## config.mk

```make
export PLATFORM = sky130hd
export DESIGN_NAME = uart_tx_packetizer
export DESIGN_NICKNAME = d
export VERILOG_FILES = /design/src/rtl/uart_tx_packetizer.sv
export SDC_FILE = /design/constraint.sdc
export NUM_CORES = 1
export LEC_CHECK = 0
export ABC_CLOCK_PERIOD_IN_PS = 1500
export BUFFER_PORTS_ARGS = -buffer_cell sky130_fd_sc_hd__buf_2
export CAP_MARGIN = 15
export CORE_ASPECT_RATIO = 1.4
export CORE_MARGIN = 4
export CORE_UTILIZATION = 43
export CTS_CLUSTER_DIAMETER = 30
export DETAILED_ROUTE_END_ITERATION = 12
export PLACE_DENSITY = 0.65
export SYNTH_ARGS = -nofsm -noshare
export SYNTH_HDL_FRONTEND = slang
export SYNTH_SLANG_ARGS = --single-unit
export TNS_END_PERCENT = 5
```

## constraint.sdc

```tcl
create_clock -name clk -period 1.5 [get_ports clk]
set_clock_uncertainty 0.05 [all_clocks]
set_input_delay 0.15 -clock clk [delete_from_list [all_inputs] [get_ports clk]]
set_output_delay 0.15 -clock clk [all_outputs]
set_load 0.02 [all_outputs]
```

## src/rtl/uart_tx_packetizer.sv

```systemverilog
// uart_tx_packetizer: UART transmit serializer for the MVM result (Y) bus.
// Each accepted W_BUS word goes out on tx as N_WORDS back-to-back frames.
// Each frame is a start bit (0), then the data bits LSB-first, then padding (1).
// Optional macro UART_TX_PARITY_EN: the first padding bit of each frame
// carries the even parity of that frame's data bits.
// Ports: clk, rst (sync, active-high), s_valid/s_ready/s_data (input
//        handshake), tx (serial line, idle high), busy (transfer active).
module uart_tx_packetizer #(
    parameter int CLOCKS_PER_PULSE = 4,
    parameter int BITS_PER_WORD    = 8,
    parameter int PACKET_SIZE_TX   = 13,
    parameter int W_BUS            = 16
) (
    input  logic             clk,
    input  logic             rst,
    input  logic             s_valid,
    output logic             s_ready,
    input  logic [W_BUS-1:0] s_data,
    output logic             tx,
    output logic             busy
);

    localparam int N_WORDS = W_BUS / BITS_PER_WORD;
    localparam int TOTAL   = N_WORDS * PACKET_SIZE_TX;
    localparam int BW      = $clog2(TOTAL + 1);
    localparam int PW      = $clog2(CLOCKS_PER_PULSE + 1);

    localparam logic [BW-1:0] BIT_LAST   = BW'(TOTAL - 1);
    localparam logic [PW-1:0] PULSE_LAST = PW'(CLOCKS_PER_PULSE - 1);

    localparam logic [0:0] S_IDLE = 1'b0;
    localparam logic [0:0] S_SEND = 1'b1;

    if (CLOCKS_PER_PULSE < 1) begin : g_err_cpp
        $error("CLOCKS_PER_PULSE must be >= 1");
    end
    if (W_BUS % BITS_PER_WORD != 0) begin : g_err_bus
        $error("W_BUS must be a multiple of BITS_PER_WORD");
    end
`ifdef UART_TX_PARITY_EN
    if (PACKET_SIZE_TX < BITS_PER_WORD + 2) begin : g_err_pkt
        $error("PACKET_SIZE_TX must be >= BITS_PER_WORD+2 with parity");
    end
`else
    if (PACKET_SIZE_TX < BITS_PER_WORD + 1) begin : g_err_pkt
        $error("PACKET_SIZE_TX must be >= BITS_PER_WORD+1");
    end
`endif

    logic [0:0]       r_state;
    logic [TOTAL-1:0] r_shift;
    logic [BW-1:0]    r_bit;
    logic [PW-1:0]    r_pulse;
    logic             r_tx;
    logic [TOTAL-1:0] w_packet;
    logic             w_accept;

    // Whole packet laid out in transmission order, bit 0 first.
    always_comb begin
        w_packet = '1;
        for (int w = 0; w < N_WORDS; w++) begin
            w_packet[w*PACKET_SIZE_TX] = 1'b0;
            for (int i = 0; i < BITS_PER_WORD; i++) begin
                w_packet[w*PACKET_SIZE_TX+1+i] = s_data[w*BITS_PER_WORD+i];
            end
`ifdef UART_TX_PARITY_EN
            w_packet[w*PACKET_SIZE_TX+1+BITS_PER_WORD] =
                ^s_data[w*BITS_PER_WORD +: BITS_PER_WORD];
`endif
        end
    end

    assign s_ready  = (r_state == S_IDLE);
    assign busy     = (r_state == S_SEND);
    assign tx       = r_tx;
    assign w_accept = s_valid && s_ready;

    // Bit 0 goes straight into r_tx at the accepting edge, so the shift
    // register only ever holds the bits still to come.
    always_ff @(posedge clk) begin
        if (rst) begin
            r_state <= S_IDLE;
            r_shift <= '1;
            r_bit   <= '0;
            r_pulse <= '0;
            r_tx    <= 1'b1;
        end else begin
            unique case (r_state)
                S_IDLE: begin
                    r_tx <= 1'b1;
                    if (w_accept) begin
                        r_state <= S_SEND;
                        r_tx    <= w_packet[0];
                        r_shift <= {1'b1, w_packet[TOTAL-1:1]};
                        r_bit   <= '0;
                        r_pulse <= '0;
                    end
                end
                S_SEND: begin
                    if (r_pulse == PULSE_LAST) begin
                        r_pulse <= '0;
                        if (r_bit == BIT_LAST) begin
                            r_state <= S_IDLE;
                            r_tx    <= 1'b1;
                            r_bit   <= '0;
                        end else begin
                            r_bit   <= r_bit + 1'b1;
                            r_tx    <= r_shift[0];
                            r_shift <= {1'b1, r_shift[TOTAL-1:1]};
                        end
                    end else begin
                        r_pulse <= r_pulse + 1'b1;
                    end
                end
                default: begin
                    r_state <= S_IDLE;
                    r_tx    <= 1'b1;
                end
            endcase
        end
    end

endmodule

```

==> impl_metrics.toml, run 1 <==
[cells_and_area]
multi_input_area_um2 = 871
fin_nets = 225
area_growth_syn_to_layout_pct = 25.6
design_area_um2 = 1940
area.sequential_um2 = 626
n_antenna_cell = 0
nFillCells = 302
drive_above_1_share_pct = 29.4

[floorplan]
initial_utilization_pct = 45.2
die_h_um = 78.9
rows = 25
die_area_um2 = 4620
ios = 22
die_w_um = 58.6
core_um2 = 3410

[global_routing]
grt_pass1_wl_um = 5590
grt_max_degree = 48
antenna_found_initial = 0
grt_pass1_vias = 1321
grt_util_all_layers_pct = 15.5
overflow = 0

[worst_setup_path]
worstPathMaxFanout = 5
endpoint_kind = "flip-flop"
critPathLaunchType = "flip-flop"
r2r.worst_path.cells = 5
r2r_slack_ns = -0.0006
critPathArrivalTime_ns = 1.67
path_class = "flip-flop to flip-flop"
required_ns = 1.67

[synthesis]
synth_nets = 191
synth.distinct_cells = 32
synthCells = 169
ys_ff_latch = 31
synth_top_area_cell = "dfxtp_1"
synth_top_cells_by_area = "dfxtp_1, a211oi_1, mux2i_1"
yosys_warnings = 0
avgSynthCellArea_um2 = 9.13
synth-seq-area-share_pct = 40.2
synth_top_flop_cell = "dfxtp_1"
syn_area_um2 = 1540
async_flop_share_pct = 0
synth_edf_count = 0
synth_top_area_share_pct = 40.2

[pwr]
power_density_nw_per_um2 = 951
p_leak_nw = 0.829
ir_worst_vdd_mv = 0.891

[clock_tree]
cts_max_path_buffers = 2
root_buffer = "clkbuf_8"
cts_tree = "built"
clkTransAtPathRegs_ns = 0.06
cts.sinks = 31
clock_latency_ns = 0.28
h-tree-depth = 2
numCtsBuffers = 5

[route]
drtIter0Drc = 37
wirelength_um = 3260
final_antenna_net_count = 0
via_count = 1329
avgRoutedWirePerCell_um = 13.4
detail_route.first_pass.iterations = 4
drc = 0
viasPerCell = 5.45

[placed_design]
gp_congestion = 0.776
portBuffers = 21
placed_area_um2 = 1760
dp_hpwl_um = 2290

[sta]
final.setup.tns_ns = -0.000558
timing.final.ws_setup_ns = -0.000558
worstMarginPinSlew_ns = 0.547
final-setup-viol-count = 1
period_minus_slack_ns = 1.50
fin_crit_sh_pct = 100
whs_ns = 0.0668
relSlewSlack_pct = 63.5
rsz0062_at_grt = "true"
fmax_mhz = 666
drv_slew = 0
hold_viol_final = 0

[outcome]
violations = "setup timing"
outcome = "finished with violations"

[run]
maxCapViolations = 0

[worst_hold_path]
hold_depth = 3
hp-class = "input port to flip-flop"
final cells by class:
class,count,area share [%]
clock buffers,8,5.16
inverters,4,0.775
multi-input cells,121,44.9
flip-flops and latches,31,32.3
well taps,40,2.58
repair buffers,40,14.3
flip-flops by register name (all words and copies together), names as in the netlist:
name,count
r_shift,21
r_bit,5
r_pulse,3
busy,1
tx,1
cells in the final DEF, fill, tap and decap left out, types with 3 or more instances in the layout:
cell | synthesis | layout
a21oi_1 | 6 | 5
or3_1 | 3 | 3
a31oi_1 | 3 | 3
clkbuf_8 | 0 | 7
nor3_1 | 5 | 5
dfxtp_1 | 31 | 27
and2_1 | 15 | 15
nand3b_1 | 3 | 3
a211oi_1 | 20 | 20
nor2_1 | 19 | 19
buf_2 | 0 | 21
buf_4 | 0 | 16
nand3_1 | 7 | 7
dfxtp_2 | 0 | 4
mux2i_1 | 15 | 15
o21bai_1 | 4 | 4
worst max-delay path, stage by stage (launching register included):
cell and delay, ns:
dfxtp_2 0.34, inv_2 0.04, ha_4 0.14, and4b_2 0.25
or4_4 0.48, a21oi_2 0.14
stage by stage:
step	cells	total power [mW]	utilization, %	setup WS [ns]
floorplan	169	1.06	-	-0.0403
global placement	231	1.12	51.7	0.0349
detailed placement	231	1.13	51.7	-0.0160
CTS	240	1.85	54.9	-0.00920
global route	244	1.92	56.8	-0.0588
finish	244	1.84	56.8	-0.000558
path summary, 6_finish.rpt:
check                                        startpoint                       end
worst max-delay path              r_bit[1]$_SDFFE_PP0P_     r_bit[2]$_SDFFE_PP0P_
worst min register to register  r_pulse[0]$_SDFFE_PP0P_   r_pulse[0]$_SDFFE_PP0P_
worst max register to register    r_bit[1]$_SDFFE_PP0P_     r_bit[2]$_SDFFE_PP0P_
worst min-delay path                         s_data[15]  r_shift[20]$_SDFFE_PP1P_
cells in the mapped netlist (all sizes together) (2+ instances only):
library cell  number
a21oi              7
or3                4
buf                4
a31oi              3
nand2b             2
mux2i             15
o21bai             4
nand4              2
a211oi            20
nand3b             3
ha                 3
dfxtp             31
inv                3
nor3               5
nand3              7
clkbuf             9
o211ai             2
nor2              19
and2              15
cell families after synthesis:
kind of cell	synth area share, %
AOI/OAI and AO/OA	17.9
DFF	40.2
muxes	9.73
buffers and inverters	6.08
adders and majority gates	2.43
and+or+nand+nor	23.6
metal layers:
layer  vias up  share of wire, %  GRT usage (%)
li1        683                 -              -
met2        26                53           28.1
met3         4               3.8           4.72
met5         -                 0              0
met4         0               1.4           6.12
met1       616                42           16.2
what timing repair did:
| item | in CTS | in global routing |
|---|---|---|
| cloned | 0 | 0 |
| resized for setup | 0 | 10 |
| buffers inserted | 1 | 4 |
| endpoints found under the setup margin | 2 | 14 |
| pin swaps | 0 | 3 |
| hold buffers | 0 | 0 |
where the power goes:
| part | internal, mW | leakage, nW | total (mW) | switching, mW |
|---|---|---|---|---|
| clock network | 0.419 | 0.0515 | 0.729 | 0.310 |
| logic | 0.111 | 0.522 | 0.226 | 0.115 |
| registers | 0.865 | 0.256 | 0.888 | 0.0226 |
| total | 1.39 | 0.829 | 1.84 | 0.448 |
Note: power is estimated with default switching activity, not from simulation.
==> inputs of run 2 (changes only) <==
--- a/config.mk
+++ b/config.mk
@@ -5,15 +5,18 @@
 export SDC_FILE = /design/constraint.sdc
 export NUM_CORES = 1
 export LEC_CHECK = 0
+export ABC_AREA = 1
 export ABC_CLOCK_PERIOD_IN_PS = 1500
 export BUFFER_PORTS_ARGS = -buffer_cell sky130_fd_sc_hd__buf_2
 export CAP_MARGIN = 15
+export CELL_PAD_IN_SITES_DETAIL_PLACEMENT = 0
+export CELL_PAD_IN_SITES_GLOBAL_PLACEMENT = 2
 export CORE_ASPECT_RATIO = 1.4
 export CORE_MARGIN = 4
-export CORE_UTILIZATION = 43
+export CORE_UTILIZATION = 28
 export CTS_CLUSTER_DIAMETER = 30
 export DETAILED_ROUTE_END_ITERATION = 12
-export PLACE_DENSITY = 0.65
+export PLACE_DENSITY_LB_ADDON = 0.1
 export SYNTH_ARGS = -nofsm -noshare
 export SYNTH_HDL_FRONTEND = slang
 export SYNTH_SLANG_ARGS = --single-unit
==> impl_metrics.toml, run 2 <==
[route]
wirelength_um = 3930
viasPerCell = 4.74
final_antenna_net_count = 0
drc = 0
via_count = 1489
avgRoutedWirePerCell_um = 12.5
detail_route.first_pass.iterations = 7
drtIter0Drc = 54

[clock_tree]
cts.sinks = 31
numCtsBuffers = 5
clock_latency_ns = 0.28
cts_tree = "built"
hold_buffers = 0
root_buffer = "clkbuf_8"
h-tree-depth = 2
cts_max_path_buffers = 2
clkTransAtPathRegs_ns = 0.06

[sta]
final.setup.tns_ns = 0
fmax_mhz = 721
drv_slew = 0
period_minus_slack_ns = 1.39
hold_viol_final = 0
worstMarginPinSlew_ns = 0.253
rsz0062_at_grt = "false"
relSlewSlack_pct = 83.1
final-setup-viol-count = 0
fin_crit_sh_pct = 92.5

[worst_setup_path]
required_ns = 1.61
critPathLaunchType = "flip-flop"
endpoint_kind = "flip-flop"
r2r.worst_path.cells = 8
reg2reg_from = "r_pulse[0]$_SDFFE_PP0P_"
r2r_slack_ns = 0.11
path_class = "flip-flop to flip-flop"
critPathArrivalTime_ns = 1.50
crit_start = "r_pulse[0]$_SDFFE_PP0P_"
worstPathMaxFanout = 20
r2r-end = "r_shift[4]$_SDFFE_PP1P_"

[worst_hold_path]
hold_depth = 2
hp-class = "input port to flip-flop"
worstHoldStart = "rst"
whs_endpoint = "r_pulse[1]$_SDFFE_PP0P_"

[placed_design]
dp_cells = 307
portBuffers = 21
dp_hpwl_um = 2770
gp_congestion = 0.708

[synthesis]
async_flop_share_pct = 0
avgSynthCellArea_um2 = 6.89
synth_edf_count = 0
synth_top_flop_cell = "dfxtp_1"
synth_top_area_share_pct = 41.3
yosys.cell_count.top_type = "nand2_1"
synthCells = 218
yosys_warnings = 0
syn_area_um2 = 1500
synth_top_area_cell = "dfxtp_1"
synth-seq-area-share_pct = 41.3
synth_commonest_cells = "nand2_1, nand3_1, dfxtp_1"
synth.distinct_cells = 22
ys_ff_latch = 31
synth_top_cells_by_area = "dfxtp_1, nand2_1, nand3_1"
synth_nets = 240

[run]
maxCapViolations = 0

[pwr]
ir_worst_vdd_mv = 0.304
power_density_nw_per_um2 = 1010
total_power_mw = 1.85
p_leak_nw = 0.914

[cells_and_area]
fin_nets = 270
layout_common_cells = "nand2_1, nand3_1, dfxtp_1, buf_2, buf_4"
top_register = "r_shift"
largest_reg_flops = 21
final_common_cell = "nand2_1"
drive_above_1_share_pct = 21.4
reg_top3 = "r_shift (21), r_bit (5), r_pulse (3)"
n_antenna_cell = 0
final_cells = 314
area_growth_syn_to_layout_pct = 22.1

[global_routing]
grt_max_degree = 22
overflow = 0
grt_util_all_layers_pct = 13.1
grt_pass1_wl_um = 6930
antenna_found_initial = 0
grt_pass1_vias = 1472

[floorplan]
initial_utilization_pct = 28.9
die_h_um = 94.7
rows = 31
core_um2 = 5200
die_w_um = 69.9
die_area_um2 = 6620
ios = 22

[outcome]
outcome = "completed"
-- run 2: changes by cell type in the layout (fill, tap and decap cells not counted), sizes merged, moves of 12 or more --
cell    change
nand3      +43
a211oi     -20
nand2      +87
and2       -15
mux2i      -15
nor2       -12
-- run 2: metrics by stage --
| step | hold slack [ns] | worst slack, ns | util (%) | cell area, µm² |
|---|---|---|---|---|
| 2_1_floorplan | 0.169 | 0.187 | - | 1500 |
| 3_3_place_gp | 0.321 | 0.144 | 33.5 | 1740 |
| 3_5_place_dp | 0.331 | 0.0810 | 33.5 | 1740 |
| 4_1_cts | 0.0264 | 0.0668 | 35.2 | 1830 |
| 5_1_grt | 0.0349 | 0.00554 | 35.3 | 1840 |
| 6_report | 0.0358 | 0.113 | 35.3 | 1840 |
-- run 2: cell type report --
type                       count  area (µm²)
clock inverter                 1        5.00
fill                         565        3360
sequential                    31         621
inverter                       9        33.8
tap                           66        82.6
timing repair buffer          35         223
multi-input combinational    166         788
clock buffer                   6        82.6
-- run 2: routing by layer --
metal / wire (µm) / global-route usage [%]
met1: 1760 / 16.3
met5: 0 / 0
met4: 62 / 4.95
met3: 157 / 3.51
met2: 1950 / 21.7
-- run 2: cells by family after synthesis --
kind of cell             Yosys count  synth area share, %
AO/OA/AOI/OAI                     11                 3.83
adder cells (fa/ha/maj)            3                 2.50
buffers and inverters             21                 6.58
flip-flops                        31                 41.3
AND/OR/NAND/NOR                  152                 45.8
-- run 2: power by group --
group	total, mW	leakage, nW	switching, mW	internal, mW
Clock	0.663	0.0470	0.304	0.359
Combinational	0.279	0.611	0.160	0.119
Sequential	0.907	0.256	0.0293	0.878
-- run 2: repair_timing --
action / in CTS / in global routing
buffers inserted: 0 / 0
endpoints found under the setup margin: 0 / 17
gates resized for setup: 0 / 2
-- run 2: worst max path at each step --
stage,end
floorplan,r_shift[20]$_SDFFE_PP1P_
global placement,r_shift[9]$_SDFFE_PP1P_
detailed placement,r_shift[4]$_SDFFE_PP1P_
CTS,r_shift[2]$_SDFFE_PP1P_
global route,r_shift[4]$_SDFFE_PP1P_
finish,r_shift[4]$_SDFFE_PP1P_
-- run 2: worst max-delay path, cell delays in order, from the launching register on --
cell	delay (ns)
dfxtp_1	0.33
ha_1	0.23
nand2_2	0.14
nor2_8	0.04
nand2_4	0.09
nand2_1	0.09
buf_12	0.16
nand2_1	0.06
nand3_1	0.06
==> inputs of run 3 (changes only) <==
--- a/config.mk
+++ b/config.mk
@@ -5,7 +5,6 @@
 export SDC_FILE = /design/constraint.sdc
 export NUM_CORES = 1
 export LEC_CHECK = 0
-export ABC_AREA = 1
 export ABC_CLOCK_PERIOD_IN_PS = 1500
 export BUFFER_PORTS_ARGS = -buffer_cell sky130_fd_sc_hd__buf_2
 export CAP_MARGIN = 15
@@ -13,7 +12,7 @@
 export CELL_PAD_IN_SITES_GLOBAL_PLACEMENT = 2
 export CORE_ASPECT_RATIO = 1.4
 export CORE_MARGIN = 4
-export CORE_UTILIZATION = 28
+export CORE_UTILIZATION = 31
 export CTS_CLUSTER_DIAMETER = 30
 export DETAILED_ROUTE_END_ITERATION = 12
 export PLACE_DENSITY_LB_ADDON = 0.1
==> impl_metrics.toml, run 3 (synthesized netlist as in run 1, its figures left out) <==
[placed_design]
placed_area_um2 = 1790
dp_hpwl_um = 2490
dp_cells = 254
portBuffers = 21
gp_congestion = 0.693

[pwr]
clkPwrFrac_pct = 38.9
p_seq_share_pct = 48.4
p_comb_share_pct = 12.7
power_density_nw_per_um2 = 955
p_switching_uw = 437
p_leak_nw = 0.811
ir_worst_vdd_mv = 0.412
cellInternalPower_mw = 1.40
sw_frac_of_total_pct = 23.8

[floorplan]
die_w_um = 67.6
core_um2 = 4840
die_h_um = 91.5
rows = 30
initial_utilization_pct = 31.9
ios = 22
die_area_um2 = 6190

[sta]
relSlewSlack_pct = 60.9
final-setup-viol-count = 0
whs_ns = 0.0776
period_minus_slack_ns = 1.48
hold_viol_final = 0
fin_crit_sh_pct = 98.6
drv_slew = 0
worstMarginPinSlew_ns = 0.585
rsz0062_at_grt = "true"
fmax_mhz = 676

[cells_and_area]
layout_common_cells = "dfxtp_1, buf_2, a211oi_1, nor2_1"
drive_above_1_share_pct = 26.9
reg_top3 = "r_shift (21), r_bit (5), r_pulse (3)"
top_register = "r_shift"
largest_reg_flops = 21
final_common_cell = "dfxtp_1"
n_antenna_cell = 0
design_area_um2 = 1920
area_growth_syn_to_layout_pct = 24.6
utilization_pct = 39.7
nFillCells = 502
fin_nets = 222
final_cells = 265

[global_routing]
antenna_found_initial = 0
grt_pass1_vias = 1320
grt_util_all_layers_pct = 13.0
overflow = 0
grt_pass1_wl_um = 6130
grt_max_degree = 48

[route]
via_count = 1345
wl_met2_um = 1880
wl_met1_um = 1510
final_antenna_net_count = 0
drtIter0Drc = 48
wirelength_um = 3610
detail_route.first_pass.iterations = 4
highest_layer = "met4"
viasPerCell = 5.08
drc = 0
avgRoutedWirePerCell_um = 13.6
wl_met3_um = 144

[worst_setup_path]
endpoint_kind = "flip-flop"
r2r-end = "r_bit[2]$_SDFFE_PP0P_"
cp-endpoint = "r_bit[2]$_SDFFE_PP0P_"
r2r.worst_path.cells = 5
critical_path.max_stage_delay_ns = 0.47
path_class = "flip-flop to flip-flop"
reg2reg_from = "r_bit[1]$_SDFFE_PP0P_"
path_cells = "inv_1 -> ha_2 -> and4b_1 -> or4_1 -> a21oi_1"
worstPathMaxFanout = 4
required_ns = 1.66
critPathLaunchType = "flip-flop"
critPathTopFamily = "simple AND/OR/NAND/NOR gates"
crit_buf_inv = 1
cp.depth = 5
crit_start = "r_bit[1]$_SDFFE_PP0P_"
critPathArrivalTime_ns = 1.64
r2r_slack_ns = 0.02
slowest_stage = "or4_1"

[clock_tree]
clkTransAtPathRegs_ns = 0.06
h-tree-depth = 2
cts.sinks = 31
root_buffer = "clkbuf_8"
hold_buffers = 0
clock_latency_ns = 0.28
numCtsBuffers = 5
cts_tree = "built"
cts_max_path_buffers = 2

[worst_hold_path]
hp-class = "input port to flip-flop"

[outcome]
outcome = "completed"

[run]
maxCapViolations = 0
-- run 3: cell types whose count changed in the layout (fill, tap and decap cells not counted), sizes merged, moves of 5 or more --
cell    before  now
or2          5    0
and2         0   15
nor2         7   19
mux2i        0   15
nand3       50    7
a211oi       0   20
nand2       88    1
nor3         0    5
inv          8    3
-- run 3: through the flow --
step | worst slack [ns] | setup TNS [ns] | total power, mW
after floorplan | -0.0403 | -0.404 | 1.06
after global placement | 0.0371 | 0 | 1.13
after detailed placement | -0.0268 | -0.0273 | 1.14
after CTS | 0.0100 | 0 | 1.87
after global routing | -0.0579 | -0.0980 | 1.94
final | 0.0213 | 0 | 1.83
-- run 3: worst register-to-register path, cell delays in order (launching register included) --
cell and delay, ns:
dfxtp_2 0.32, inv_1 0.04, ha_2 0.18, and4b_1 0.23, or4_1 0.47, a21oi_1 0.13
-- run 3: worst min path at each step --
stage / slack, ns / cells past startpoint / start / end
2_1_floorplan: 0.25 / 2 / s_data[15] / r_shift[20]$_SDFFE_PP1P_
3_3_place_gp: 0.36 / 3 / s_data[15] / r_shift[20]$_SDFFE_PP1P_
3_5_place_dp: 0.36 / 3 / s_data[15] / r_shift[20]$_SDFFE_PP1P_
4_1_cts: 0.07 / 3 / s_data[15] / r_shift[20]$_SDFFE_PP1P_
5_1_grt: 0.09 / 3 / s_data[15] / r_shift[20]$_SDFFE_PP1P_
6_report: 0.08 / 3 / s_data[15] / r_shift[20]$_SDFFE_PP1P_
-- run 3: metal layers --
layer | up-vias | GRT usage [%]
met4 | 0 | 5.58
li1 | 675 | -
met3 | 5 | 4.46
met5 | - | 0
met2 | 24 | 21.4
met1 | 641 | 14.8
-- run 3: power by group through the flow --
| stage | Clock (mW) | Combinational, mW | Sequential [mW] |
|---|---|---|---|
| global placement | 0 | 0.232 | 0.903 |
| floorplan | 0 | 0.153 | 0.902 |
| CTS | 0.743 | 0.236 | 0.887 |
| finish | 0.715 | 0.233 | 0.888 |
| detailed placement | 0 | 0.235 | 0.905 |
| global route | 0.791 | 0.257 | 0.894 |
-- run 3: area by class of cell --
class / count / area (µm²) / share of cell area, %
multi-input cells: 121 / 852 / 44.3
flip-flops and latches: 31 / 624 / 32.5
repair buffers: 37 / 250 / 13.0
clock buffers: 8 / 100 / 5.21
well taps: 64 / 80.1 / 4.17
inverters: 4 / 15.0 / 0.781
-- run 3: repair_timing --
item                       4_1_cts  5_1_grt
setup endpoints to repair        3       26
cloned                           0        0
setup buffers                    2        1
gates resized for setup          0        5
pin swaps                        1        2
